--- src/rtl/motor_step_gen.sv ---
// Step/direction pulse generator with a linear acceleration ramp and signed position count.
// Direction only changes from standstill; every reversal decelerates to IDLE first.
module motor_step_gen #(
    parameter int PERIOD_MAX = 40,
    parameter int PERIOD_MIN = 10,
    parameter int ACC_STEP   = 10,
    parameter int PULSE_W    = 4,
    parameter int DIR_SETUP  = 3,
    parameter int PW         = 16
) (
    input  logic          CLK,
    input  logic          RST,
    input  logic          en,
    input  logic          dir,
    output logic          step,
    output logic          mdir,
    output logic          busy,
    output logic [PW-1:0] pos
);

    // Counter must hold both the longest decelerated period and the setup delay.
    localparam int CNT_MAX = (PERIOD_MAX + ACC_STEP > DIR_SETUP) ? PERIOD_MAX + ACC_STEP : DIR_SETUP;
    localparam int CW      = $clog2(CNT_MAX + 1);

    localparam logic [CW-1:0] P_MAX   = CW'(PERIOD_MAX);
    localparam logic [CW-1:0] P_MIN   = CW'(PERIOD_MIN);
    localparam logic [CW-1:0] A_STEP  = CW'(ACC_STEP);
    localparam logic [CW-1:0] P_W     = CW'(PULSE_W);
    localparam logic [CW-1:0] DS_LAST = CW'(DIR_SETUP - 1);

    typedef enum logic [1:0] {
        IDLE,
        SETUP,
        RUN,
        DECEL
    } state_t;

    state_t        state, state_n;
    logic [CW-1:0] cur, cur_n;
    logic [CW-1:0] ph, ph_n;
    logic          step_n, mdir_n, busy_n;
    logic [PW-1:0] pos_n;

    logic [CW-1:0] ph_inc, cur_up, cur_dn;
    logic [PW-1:0] pos_step;
    logic          keep_going;

    assign ph_inc     = ph + 1'b1;
    assign cur_up     = cur + A_STEP;
    assign cur_dn     = (cur >= P_MIN + A_STEP) ? cur - A_STEP : P_MIN;
    assign pos_step   = mdir ? pos + 1'b1 : pos - 1'b1;
    assign keep_going = en && (dir == mdir);

    always_comb begin
        // NOTE: every output of this block gets a default first, so no path can infer a latch.
        state_n = state;
        cur_n   = cur;
        ph_n    = ph;
        step_n  = 1'b0;
        mdir_n  = mdir;
        pos_n   = pos;

        case (state)
            IDLE: begin
                ph_n = '0;
                if (en) begin
                    mdir_n  = dir;
                    cur_n   = P_MAX;
                    state_n = SETUP;
                end
            end

            SETUP: begin
                if (ph == DS_LAST) begin
                    ph_n    = '0;
                    state_n = RUN;
                    step_n  = 1'b1;
                    pos_n   = pos_step;
                end else begin
                    ph_n = ph_inc;
                end
            end

            // RUN and DECEL differ only in name: both sample en/dir at the period wrap.
            RUN, DECEL: begin
                if (ph == cur - 1'b1) begin
                    ph_n = '0;
                    if (keep_going) begin
                        cur_n   = cur_dn;
                        state_n = RUN;
                        step_n  = 1'b1;
                        pos_n   = pos_step;
                    end else begin
                        cur_n = cur_up;
                        if (cur_up >= P_MAX) begin
                            state_n = IDLE;
                        end else begin
                            state_n = DECEL;
                            step_n  = 1'b1;
                            pos_n   = pos_step;
                        end
                    end
                end else begin
                    ph_n   = ph_inc;
                    step_n = (ph_inc < P_W);
                end
            end

            default: state_n = IDLE;
        endcase

        busy_n = (state_n != IDLE);
    end

    always_ff @(posedge CLK) begin
        // NOTE: non-blocking assignments keep every register updating from the same pre-edge values.
        if (RST) begin
            state <= IDLE;
            cur   <= P_MAX;
            ph    <= '0;
            step  <= 1'b0;
            mdir  <= 1'b0;
            busy  <= 1'b0;
            pos   <= '0;
        end else begin
            state <= state_n;
            cur   <= cur_n;
            ph    <= ph_n;
            step  <= step_n;
            mdir  <= mdir_n;
            busy  <= busy_n;
            pos   <= pos_n;
        end
    end

endmodule

--- config.mk ---
export PLATFORM = sky130hd
export DESIGN_NAME = motor_step_gen
export DESIGN_NICKNAME = d
export VERILOG_FILES = /design/src/rtl/motor_step_gen.sv
export SDC_FILE = /design/constraint.sdc
export NUM_CORES = 1
export LEC_CHECK = 0
export CORE_MARGIN = 2
export CORE_UTILIZATION = 50
export DETAILED_ROUTE_END_ITERATION = 10
export GPL_TIMING_DRIVEN = 1
export HOLD_SLACK_MARGIN = 0.02
export PLACE_DENSITY_LB_ADDON = 0.2
export SLEW_MARGIN = 20
export SYNTH_ARGS = -nofsm -noshare
export SYNTH_HDL_FRONTEND = slang
export SYNTH_SLANG_ARGS = --single-unit
export TNS_END_PERCENT = 1
--- constraint.sdc ---
create_clock -name CLK -period 2.85 [get_ports CLK]
set_clock_uncertainty 0.1 [all_clocks]
set_input_delay 0.285 -clock CLK [delete_from_list [all_inputs] [get_ports CLK]]
set_output_delay 0.285 -clock CLK [all_outputs]
set_load 0.05 [all_outputs]
# Word level (Yosys, flattened, before mapping)
# Index checks and enable logic that the tools add are counted.
dict set report classes {
  n_addsub 6
  magnitude_cmp 3
  eq_ne 10
  muxes 25
  n_reduce_logical 9
}
# operator n
set ops {}
lappend ops {{2-to-1 mux 16 bit} 5}
lappend ops {{2-to-1 mux 6 bit} 6}
lappend ops {{case mux 16 bit (2 select lines)} 1}
lappend ops {{case mux 6 bit (3 select lines)} 1}
lappend ops {{adder 16 x 1 -> 16 bit (second input constant)} 1}
lappend ops {{subtractor 16 x 1 -> 16 bit (second input constant)} 1}
lappend ops {{case mux 6 bit (2 select lines)} 1}
lappend ops {{2-to-1 mux 2 bit} 5}
lappend ops {{adder 6 x 1 -> 6 bit (second input constant)} 1}
lappend ops {{adder 6 x 4 -> 6 bit (second input constant)} 1}
lappend ops {{== test 6 x 2 -> 1 bit (second input constant)} 1}
lappend ops {{== test 6 bit} 1}
lappend ops {{>= comparator 6 x 5 -> 1 bit (second input constant)} 1}
lappend ops {{>= comparator 6 bit (second input constant)} 1}
lappend ops {{< comparator 6 x 3 -> 1 bit (second input constant)} 1}
lappend ops {{inequality test 2 bit (second input constant)} 3}
lappend ops {{case mux 2 bit (3 select lines)} 1}
lappend ops {{nonzero test 2 bit} 3}
lappend ops {{subtractor 6 x 1 -> 6 bit (second input constant)} 1}
lappend ops {{subtractor 6 x 4 -> 6 bit (second input constant)} 1}
lappend ops {{== test 2 bit (second input constant)} 2}
lappend ops {{2-to-1 mux 1 bit} 4}
lappend ops {{AND reduction 4 bit} 1}
lappend ops {{inequality test 3 bit (second input constant)} 1}
lappend ops {{8 further kinds} 8}
dict set report word_totals {
  reg_bits 33
  in_bits 4
  output_inout_bits 19
  elab_cells 60
}

# Logic depth before layout (Yosys ltp)
# Gate-level depths: netlist of run 1.
dict set report depth {
  depth_word 7
  mapped_depth 11
  mapped_depth_nobuf 8
}

# Least setup slack after synthesis of run 1
# OpenSTA, ideal clock, no wires.
dict set report synth_timing {
  path_type {register to register}
  start {reg mdir}
  end {reg pos[15]}
  setup_ns 0.060
  arrival_ns 2.962
  required_time_ns 2.690
  slack_ns -0.272
  stages_incl_launch_ff 9
  n_path_buf 0
  synth_period_minus_slack_ns 3.122
  cell_sequence {dfxtp_1 -> inv_1 -> ha_1 -> o211a_1 -> a211oi_1 -> nor3_1 -> or4_1 -> o221ai_1 -> a311o_1}
}
dict set report synth_via {
  elab_chain_cells 5
  elab_cells_between_ends 10
  cone_classes {2 x eq/ne; 6 x mux; 2 x reduce/logical}
}
# element line
set synth_lines {}
lappend synth_lines {{start: declaration} 16} ;# output logic mdir,
lappend synth_lines {{start signal: assignment} 130} ;# mdir <= mdir_n;
lappend synth_lines {{2-to-1 mux 16 bit / == test 1 bit (equally long branches)} {51, 52}}
lappend synth_lines {{2-to-1 mux 16 bit / logical AND 1 bit (equally long branches)} {95, 52}}
lappend synth_lines {{2-to-1 mux 16 bit} 88} ;# if (keep_going) begin
lappend synth_lines {{2-to-1 mux 16 bit} 86} ;# if (ph == cur - 1'b1) begin
lappend synth_lines {{case mux 16 bit (2 select lines)} 63} ;# case (state)
lappend synth_lines {{end signal: assignment} 132} ;# pos <= pos_n;
lappend synth_lines {{end: declaration} 18} ;# output logic [PW-1:0] pos
# Parallel ways exist; a longest one is shown, timed or not. The select of a mux whose other input is x is not followed.
# A chain may end at the register's enable or synchronous reset.

# Final worst setup path of run 1
# Same ends and word-level chain as after synthesis.

==> impl_metrics.json, run 1 <==
{
  "status": "finished clean",
  "p_clk_frac": 0.391,
  "antenna_found_initial": 0,
  "hold_start": "pos[3]",
  "worstPathMaxFanout": 11,
  "synthArstFlopShare": 0,
  "cts_root_buf": "clkbuf_8",
  "die_h_um": 74.5,
  "post-place-cells": 400,
  "cp-end-kind": "flop",
  "first_pass_iters": 5,
  "fin_nets": 364,
  "drive_gt1_frac": 0.109,
  "rsz0062_at_grt": "true",
  "ir_drop_uv": 344,
  "hold_end": "pos[3]",
  "min_path_cells": 2,
  "initial_utilization": 0.522,
  "dieWidth_um": 74.5,
  "coreArea_sq_um": 4750,
  "max_freq_mhz": 376,
  "slowest_stage": "ha_2",
  "yosys_most_used_dff": "dfxtp_1",
  "startpoint_type": "flop",
  "ioPinCount": 23,
  "reg2reg_setup_slack_ns": 0.19,
  "path_cells": "inv_1 > buf_4 > ha_2 > a21oi_1 > o21ai_0 > a31o_2 > nor2_1 > o221ai_1 > a311o_1",
  "power.switching_w": 0.000334,
  "clk_path_buf_depth": 2,
  "synthDistinctLibCells": 54,
  "ant_nets": 0,
  "grt_max_degree": 18,
  "finalSetupTns_ns": 0,
  "routabilityCongestion": 0.892,
  "power_frac_comb": 0.196,
  "vias": 2461,
  "final_cells": 408,
  "cpPeakStageDelay_ns": 0.36,
  "syn_inst": 320,
  "post-route-util": 0.613,
  "cap_violations": 0,
  "avgSynthCellArea_sq_um": 7.76,
  "routed_wl_mm": 6.05,
  "worstSetupPathType": "flop to flop",
  "clk_pin_slew_ns": 0.07,
  "worstPathRequired_ns": 2.93,
  "grt_pass1_wl_mm": 10.3,
  "numCtsBuffers": 5,
  "ys_seq_area_frac": 0.258,
  "die_area_sq_um": 5550,
  "p_int_w": 0.000804,
  "worstRegToRegCells": 9,
  "drc": 0,
  "rows": 25,
  "hpwl_mm": 4.39,
  "htreeDepth": 2,
  "switching_share": 0.293,
  "final.setup.worst_slack_ns": 0.187,
  "via_per_inst": 6.03,
  "p_leak_nw": 1.09,
  "synth-edff-count": 0,
  "setup_viol": 0,
  "hold_path.class": "flop to flop",
  "period_minus_slack_ns": 2.66,
  "n_fill_cell": 454,
  "clock_sinks": 32,
  "slew_viol_final": 0,
  "cts_tree": "built",
  "yosysWarnings": 0,
  "drt_iter0_markers": 149,
  "synth_nets": 344,
  "multi_input_area_sq_um": 1720,
  "worst_pin_slew_ns": 0.595,
  "pre_cts_slack_ns": 0.152,
  "insertion_delay_ns": 0.29,
  "num_antenna_cells": 0,
  "r2r-end": "pos[15]",
  "syn_area_sq_um": 2480,
  "grt.overflow.total": 0,
  "area_delta_synth_final_pct": 17.3,
  "grt_pass1_vias": 2220,
  "regArea_sq_um": 643,
  "ys_ff_latch": 32,
  "hold_viol_final": 0,
  "grt_usage": 0.238,
  "rr_startpoint": "mdir",
  "seqPwrFrac": 0.413,
  "portBuffers": 22,
  "finalCritPeriodShare": 0.934,
  "post_drt_wl_per_cell_um": 14.8,
  "whs_ns": 0.371,
  "max_slew_margin": 0.603,
  "critPathArrivalTime_ns": 2.74,
  "power.density_nw_per_um2": 391
}
-- critical path: cells and delay by family (launching register included) --
kind                     cells  cell delay (ns)
buffers and inverters        2             0.54
flip-flops                   1             0.35
AO/OA/AOI/OAI                5             1.03
AND/OR/NAND/NOR              1             0.18
adder cells (fa/ha/maj)      1             0.36
-- synth_stat cells, drive strengths merged (2+ instances only) --
cell type,number,area share
nand2b,5,0.013
and2,2,0.0050
nand2,35,0.053
or4,2,0.0060
nor2,19,0.029
buf,5,0.013
nand3,11,0.022
ha,19,0.096
xnor2,14,0.049
nor3,14,0.028
or2,2,0.0050
and3,3,0.0076
o221ai,2,0.0071
a21oi,33,0.066
a211o,3,0.011
mux2i,3,0.012
clkbuf,17,0.026
nor4b,3,0.011
a31oi,5,0.015
nor4,6,0.021
nor3b,3,0.011
a31o,5,0.018
a311o,2,0.0081
nand3b,2,0.0060
o21ai,17,0.034
xor2,6,0.021
a21o,8,0.024
a211oi,6,0.018
a221oi,2,0.0071
o211ai,2,0.0060
nor2b,2,0.0050
a311oi,2,0.0071
inv,9,0.014
a2111oi,3,0.011
or3,3,0.0076
dfxtp,32,0.26
-- through the flow --
stage | power (W) | instance area [sq um]
3_3_place_gp | 0.000698 | 2790
4_1_cts | 0.00114 | 2900
6_report | 0.00114 | 2910
3_5_place_dp | 0.000699 | 2790
2_1_floorplan | 0.000647 | 2480
5_1_grt | 0.00120 | 2910
-- flip-flops by register name (all words and copies together) (netlist names) --
register and flops:
ph 6, busy 1, state 2, mdir 1, cur 5, step 1, pos 16
-- placed cells by master, fill, tap and decap left out, drive strengths merged, types with 2 or more instances in the layout --
master	synthesis	final
a2111oi	3	3
a211o	3	3
a211oi	6	6
a21o	8	8
a21oi	33	33
a221oi	2	2
a311o	2	2
a311oi	2	2
a31o	5	5
a31oi	5	5
and2	2	2
and3	3	3
buf	5	13
clkbuf	17	5
clkdlybuf4s50	0	22
dfxtp	32	32
ha	19	19
inv	9	9
mux2i	3	3
nand2	35	35
nand2b	5	5
nand3	11	11
nand3b	2	2
nor2	19	19
nor2b	2	2
nor3	14	14
nor3b	3	3
nor4	6	6
nor4b	3	3
o211ai	2	2
o21ai	17	17
o221ai	2	2
or2	2	2
or3	3	3
or4	2	2
xnor2	14	14
xor2	6	6
-- cell type report --
class	count	share of cell area
Clock buffer	5	0.0236
Sequential cell	32	0.221
Clock inverter	3	0.0146
Tap cell	67	0.0288
Multi-Input combinational cell	257	0.592
Inverter	9	0.0116
Timing Repair Buffer	35	0.109
-- metal layers --
metal,GRT usage,routed length (um)
met3,0.0569,331
met2,0.401,2980
met5,0,0
met1,0.302,2670
met4,0.0734,73
-- how the worst max path moves through the flow --
stage | cells after the start | startpoint | endpoint
after floorplan | 8 | mdir | pos[15]
after global placement | 10 | cur[2] | pos[4]
after detailed placement | 10 | cur[2] | pos[4]
after CTS | 10 | cur[2] | pos[4]
after global routing | 8 | mdir | pos[10]
final | 9 | mdir | pos[15]
-- power groups by stage --
stage               Combinational (W)  Clock (W)  Sequential (W)
floorplan                    0.000159          0        0.000489
global placement             0.000217          0        0.000481
detailed placement           0.000218          0        0.000481
CTS                          0.000220   0.000453        0.000470
global route                 0.000247   0.000476        0.000473
finish                       0.000223   0.000445        0.000471
-- what timing repair did --
action                                 in CTS  in global routing
setup endpoints to repair                   0                  9
endpoints found under the hold margin       0                  0
resized for setup                           0                  5
buffers inserted                            0                  0
hold buffers                                0                  0
-- logic make-up (layout without fill, tap and decap cells) --
group                    Yosys count  in the layout  share of synthesized area
AO/OA/AOI/OAI                    102            102                      0.274
XOR/XNOR                          20             20                     0.0705
adder cells (fa/ha/maj)           20             20                      0.104
buffers and inverters             31             52                     0.0524
flip-flops                        32             32                      0.258
multiplexers                       3              3                     0.0121
AND/OR/NAND/NOR                  112            112                      0.230
No activity file was read; power rests on OpenSTA's default activity.
==> run 2, diff against run 1 <==
SETUP_SLACK_MARGIN = 0.02   (was not set)
==> run 2 against run 1 <==
Core utilization down 0.18 points. Sequential cell count did not move. Sequential share of layout area grew 0.15 points. Cell count is 0.74% higher. Hold slack gained 0.0063 ns. Combinational power about the same. First-iteration DRC count decreased by 3.4%. Largest cell class unchanged.
==> impl_metrics.json, run 2 (same netlist as run 1, synthesis figures left out) <==
{
  "min_path_cells": 2,
  "coreArea_sq_um": 4750,
  "critPathArrivalTime_ns": 2.71,
  "antenna_found_initial": 0,
  "met1_usage": 0.285,
  "routabilityCongestion": 0.872,
  "top_regs": "pos (16), ph (6), cur (5)",
  "worst_pin_slew_ns": 0.587,
  "rr_startpoint": "cur[2]",
  "n_fill_cell": 419,
  "initial_utilization": 0.522,
  "r2r-end": "pos[8]",
  "hold_end": "pos[11]",
  "busiest_layer": "met2",
  "cp-startpoint": "cur[2]",
  "clock_sinks": 32,
  "max_freq_mhz": 384,
  "cp_top_family": "buffers and inverters",
  "cts_tree": "built",
  "largest_reg_flops": 16,
  "p_leak_nw": 1.09,
  "dieWidth_um": 74.5,
  "cts_root_buf": "clkbuf_8",
  "post-route-util": 0.611,
  "drive_gt1_frac": 0.110,
  "crit_path_frequent_cell": "buf_4",
  "startpoint_type": "flop",
  "grt.overflow.total": 0,
  "vias": 2408,
  "max_slew_margin": 0.608,
  "rsz0062_at_grt": "true",
  "grt_pass1_wl_mm": 9.47,
  "num_antenna_cells": 0,
  "power_w": 0.00105,
  "reg2reg_setup_slack_ns": 0.24,
  "clk_path_buf_depth": 2,
  "multi_input_area_sq_um": 1710,
  "cpPeakStageDelay_ns": 0.40,
  "via_per_inst": 5.86,
  "worstSetupPathType": "flop to flop",
  "cp-end-kind": "flop",
  "use_met3": 0.0325,
  "ant_nets": 0,
  "drt_iter0_markers": 144,
  "die_h_um": 74.5,
  "hold_start": "pos[11]",
  "power.density_nw_per_um2": 362,
  "numCtsBuffers": 5,
  "fin_nets": 367,
  "regArea_sq_um": 646,
  "grt_pass1_vias": 2111,
  "ir_drop_uv": 276,
  "slew_viol_final": 0,
  "hold_path.class": "flop to flop",
  "grt_usage": 0.216,
  "insertion_delay_ns": 0.29,
  "period_minus_slack_ns": 2.61,
  "die_area_sq_um": 5550,
  "post_cts_buffers": 0,
  "final_common_cell": "nand2_1",
  "worstPathMaxFanout": 12,
  "first_pass_iters": 4,
  "ioPinCount": 23,
  "setup_viol": 0,
  "post_drt_wl_per_cell_um": 14.0,
  "crit_buf_inv": 3,
  "worstRegToRegCells": 10,
  "area_delta_synth_final_pct": 17.0,
  "portBuffers": 22,
  "routed_wl_mm": 5.75,
  "slowest_stage": "dfxtp_2",
  "clk_pin_slew_ns": 0.07,
  "htreeDepth": 2,
  "path_cells": "inv_1 > ha_1 > xor2_1 > nand3_1 > nor4_4 > buf_4 > a31o_2 > buf_4 > nor2_1 > a211oi_1",
  "grt_max_degree": 18,
  "final_cell_mix": "35 x nand2_1, 33 x a21oi_1, 30 x dfxtp_1",
  "finalCritPeriodShare": 0.915,
  "rows": 25,
  "finalSetupTns_ns": 0,
  "worstPathRequired_ns": 2.96,
  "cap_violations": 0,
  "drc": 0,
  "hold_viol_final": 0,
  "hpwl_mm": 4.14,
  "status": "finished clean",
  "regMostFlops": "pos",
  "met2_usage": 0.366
}
## run 2: cell count changes in the layout (fill, tap and decap cells not counted), sizes merged
cell | before | now
clkinvlp | 1 | 2
clkinv | 1 | 3
bufinv | 1 | 0
buf | 13 | 15
inv | 9 | 8
## run 2: tightest hold or removal path, stage by stage (launching register included)
cell	delay [ns]
dfxtp_1	0.33
nand2_1	0.06
a21oi_1	0.05
## run 2: layout make-up
class,instances,area share
multi-input combinational,257,0.590
tap,67,0.0289
clock buffer,5,0.0237
timing repair buffer,37,0.115
sequential,32,0.222
inverter,9,0.0129
clock inverter,3,0.00646
timing repair inverter,1,0.00172
## run 2: how the worst max path moves through the flow
| stage | cells past startpoint | end | slack (ns) |
|---|---|---|---|
| after detailed placement | 10 | pos[4] | 0.15 |
| after global routing | 9 | pos[9] | 0.007 |
| after global placement | 10 | pos[4] | 0.17 |
| after CTS | 10 | pos[8] | 0.10 |
| after floorplan | 8 | pos[15] | 0.08 |
| final | 10 | pos[8] | 0.24 |
## run 2: timing repair
item / in CTS / in global routing
setup endpoints to repair: 0 / 12
resized for setup: 0 / 1
hold buffers: 0 / 0
## run 2: stage by stage
| stage | hold slack [ns] | cell area (sq um) | instances | setup WS, ns |
|---|---|---|---|---|
| 2_1_floorplan | 0.322 | 2490 | 320 | 0.0807 |
| 5_1_grt | 0.399 | 2910 | 411 | 0.00723 |
| 3_5_place_dp | 0.370 | 2810 | 402 | 0.150 |
| 4_1_cts | 0.382 | 2900 | 410 | 0.102 |
| 6_report | 0.378 | 2910 | 411 | 0.243 |
| 3_3_place_gp | 0.362 | 2810 | 402 | 0.170 |
## run 2: power breakdown
part / switching [W] / internal, W / leakage, nW / total [W]
registers: 0.0000154 / 0.000456 / 0.260 / 0.000471
clock network: 0.000188 / 0.000170 / 0.0479 / 0.000358
logic: 0.000131 / 0.0000922 / 0.780 / 0.000223
total: 0.000334 / 0.000718 / 1.09 / 0.00105
## run 2: metal layers
metal	up-vias	routed length, um	part of all wire
li1	1224	-	-
met1	1135	2710	0.47
met2	45	2830	0.49
met3	4	170	0.030
met4	0	30	0.0052
met5	-	0	0
==> run 3, diff against run 2 <==
RECOVER_POWER = 100   (was not set)
==> run 3 against run 2 <==
Hold slack lost 0.0032 ns. Total power is essentially flat. Setup slack lost 0.0027 ns. Sequential power is essentially flat. Register-to-register slack is essentially flat. Via count grew 0.25%. Cell count is the same. Critical path depth is the same. Combinational power is essentially flat. Fmax shrank 0.10%. Sequential cell count is the same.
==> impl_metrics.json, run 3 (same netlist as run 1, synthesis figures left out) <==
{
  "worstRegToRegCells": 10,
  "post_drt_wl_per_cell_um": 14.1,
  "power.density_nw_per_um2": 363,
  "grt_max_degree": 18,
  "final_common_cell": "nand2_1",
  "worstPathRequired_ns": 2.96,
  "dieWidth_um": 74.5,
  "top_regs": "pos (16), ph (6), cur (5)",
  "finalSetupTns_ns": 0,
  "hold_path.class": "flop to flop",
  "startpoint_type": "flop",
  "clock_sinks": 32,
  "worstSetupPathType": "flop to flop",
  "drc": 0,
  "post_cts_buffers": 0,
  "cts_root_buf": "clkbuf_8",
  "status": "finished clean",
  "vias": 2414,
  "clk_path_buf_depth": 2,
  "num_antenna_cells": 0,
  "hpwl_mm": 4.14,
  "grt_pass1_vias": 2111,
  "power_w": 0.00105,
  "max_freq_mhz": 383,
  "clk_pin_slew_ns": 0.07,
  "htreeDepth": 2,
  "area_delta_synth_final_pct": 16.5,
  "routed_wl_mm": 5.78,
  "setup_viol": 0,
  "post-place-cells": 402,
  "period_minus_slack_ns": 2.61,
  "rsz0062_at_grt": "true",
  "numCtsBuffers": 5,
  "r2r-end": "pos[8]",
  "coreArea_sq_um": 4750,
  "cts_tree": "built",
  "regMostFlops": "pos",
  "fin_nets": 367,
  "first_pass_iters": 5,
  "min_path_cells": 2,
  "p_leak_nw": 1.14,
  "via_per_inst": 5.87,
  "hold_start": "pos[11]",
  "largest_reg_flops": 16,
  "initial_utilization": 0.522,
  "drive_gt1_frac": 0.105,
  "routabilityCongestion": 0.872,
  "final_cells": 411,
  "ioPinCount": 23,
  "worstPathMaxFanout": 12,
  "hold_viol_final": 0,
  "critPathArrivalTime_ns": 2.72,
  "insertion_delay_ns": 0.29,
  "drt_iter0_markers": 128,
  "ant_nets": 0,
  "grt.overflow.total": 0,
  "max_slew_margin": 0.599,
  "portBuffers": 22,
  "grt_pass1_wl_mm": 9.47,
  "antenna_found_initial": 0,
  "hold_end": "pos[11]",
  "reg2reg_setup_slack_ns": 0.24,
  "die_area_sq_um": 5550,
  "cap_violations": 0,
  "cp-end-kind": "flop",
  "grt_usage": 0.216,
  "ir_drop_uv": 279,
  "final_cell_mix": "35 x nand2_1, 33 x a21oi_1, 30 x dfxtp_1",
  "finalCritPeriodShare": 0.916,
  "rr_startpoint": "cur[2]",
  "rows": 25,
  "slew_viol_final": 0,
  "die_h_um": 74.5,
  "worst_pin_slew_ns": 0.601
}
==> run 3: changes by cell type in the layout (fill, tap and decap cells not counted) <==
cell / change
buf_4: -2
nor3b_2: -1
buf_2: +1
dlygate4sd3_1: +19
clkdlybuf4s50_1: -19
nor3b_1: +1
clkbuf_1: +1
==> run 3: area by class of cell <==
class,count,area [sq um]
fillers,419,1860
multi-input cells,257,1710
flip-flops and latches,32,646
repair buffers,37,327
well taps,67,83.8
clock buffers,5,68.8
inverters,9,37.5
clock inverters,3,18.8
repair inverters,1,5.00
==> run 3: worst max-delay path by stage <==
stage,startpoint,end,slack [ns],cells past startpoint
2_1_floorplan,mdir,pos[15],0.08,8
3_3_place_gp,cur[2],pos[4],0.17,10
3_5_place_dp,cur[2],pos[4],0.15,10
4_1_cts,cur[2],pos[8],0.10,10
5_1_grt,mdir,pos[9],0.009,9
6_report,cur[2],pos[8],0.24,10
==> run 3: power by group <==
| group | internal (W) | switching [W] |
|---|---|---|
| sequential | 0.000456 | 0.0000153 |
| combinational | 0.0000893 | 0.000131 |
| clock | 0.000170 | 0.000190 |
==> run 3: layer usage <==
layer / vias to the layer above / global-route usage / wire (um)
met5: - / 0 / 0
li1: 1225 / - / -
met3: 7 / 0.0325 / 258
met2: 67 / 0.366 / 2780
met1: 1115 / 0.285 / 2680
met4: 0 / 0.0615 / 51
==> run 3: what timing repair did <==
| item | 4_1_cts | 5_1_grt |
|---|---|---|
| setup endpoints to repair | 0 | 12 |
| hold buffers | 0 | 0 |
| gates resized for setup | 0 | 1 |
==> run 3: worst max-delay path, stage by stage, from the launching register on <==
cell and delay [ns]:
dfxtp_2 0.40, inv_1 0.12, ha_1 0.34, xor2_1 0.16, nand3_1 0.13, nor4_4 0.33, buf_4 0.21, a31o_2 0.25
buf_4 0.23, nor2_1 0.06, a211oi_1 0.21
==> run 3: stage by stage <==
step                      hold slack, ns  instance area [sq um]   util  setup WS [ns]
final                              0.374                   2890  0.609          0.240
after global routing               0.396                   2890  0.609        0.00879
after CTS                          0.382                   2900  0.610          0.102
after detailed placement           0.370                   2810  0.591          0.150
after global placement             0.362                   2810  0.591          0.170
after floorplan                    0.322                   2490      -         0.0807
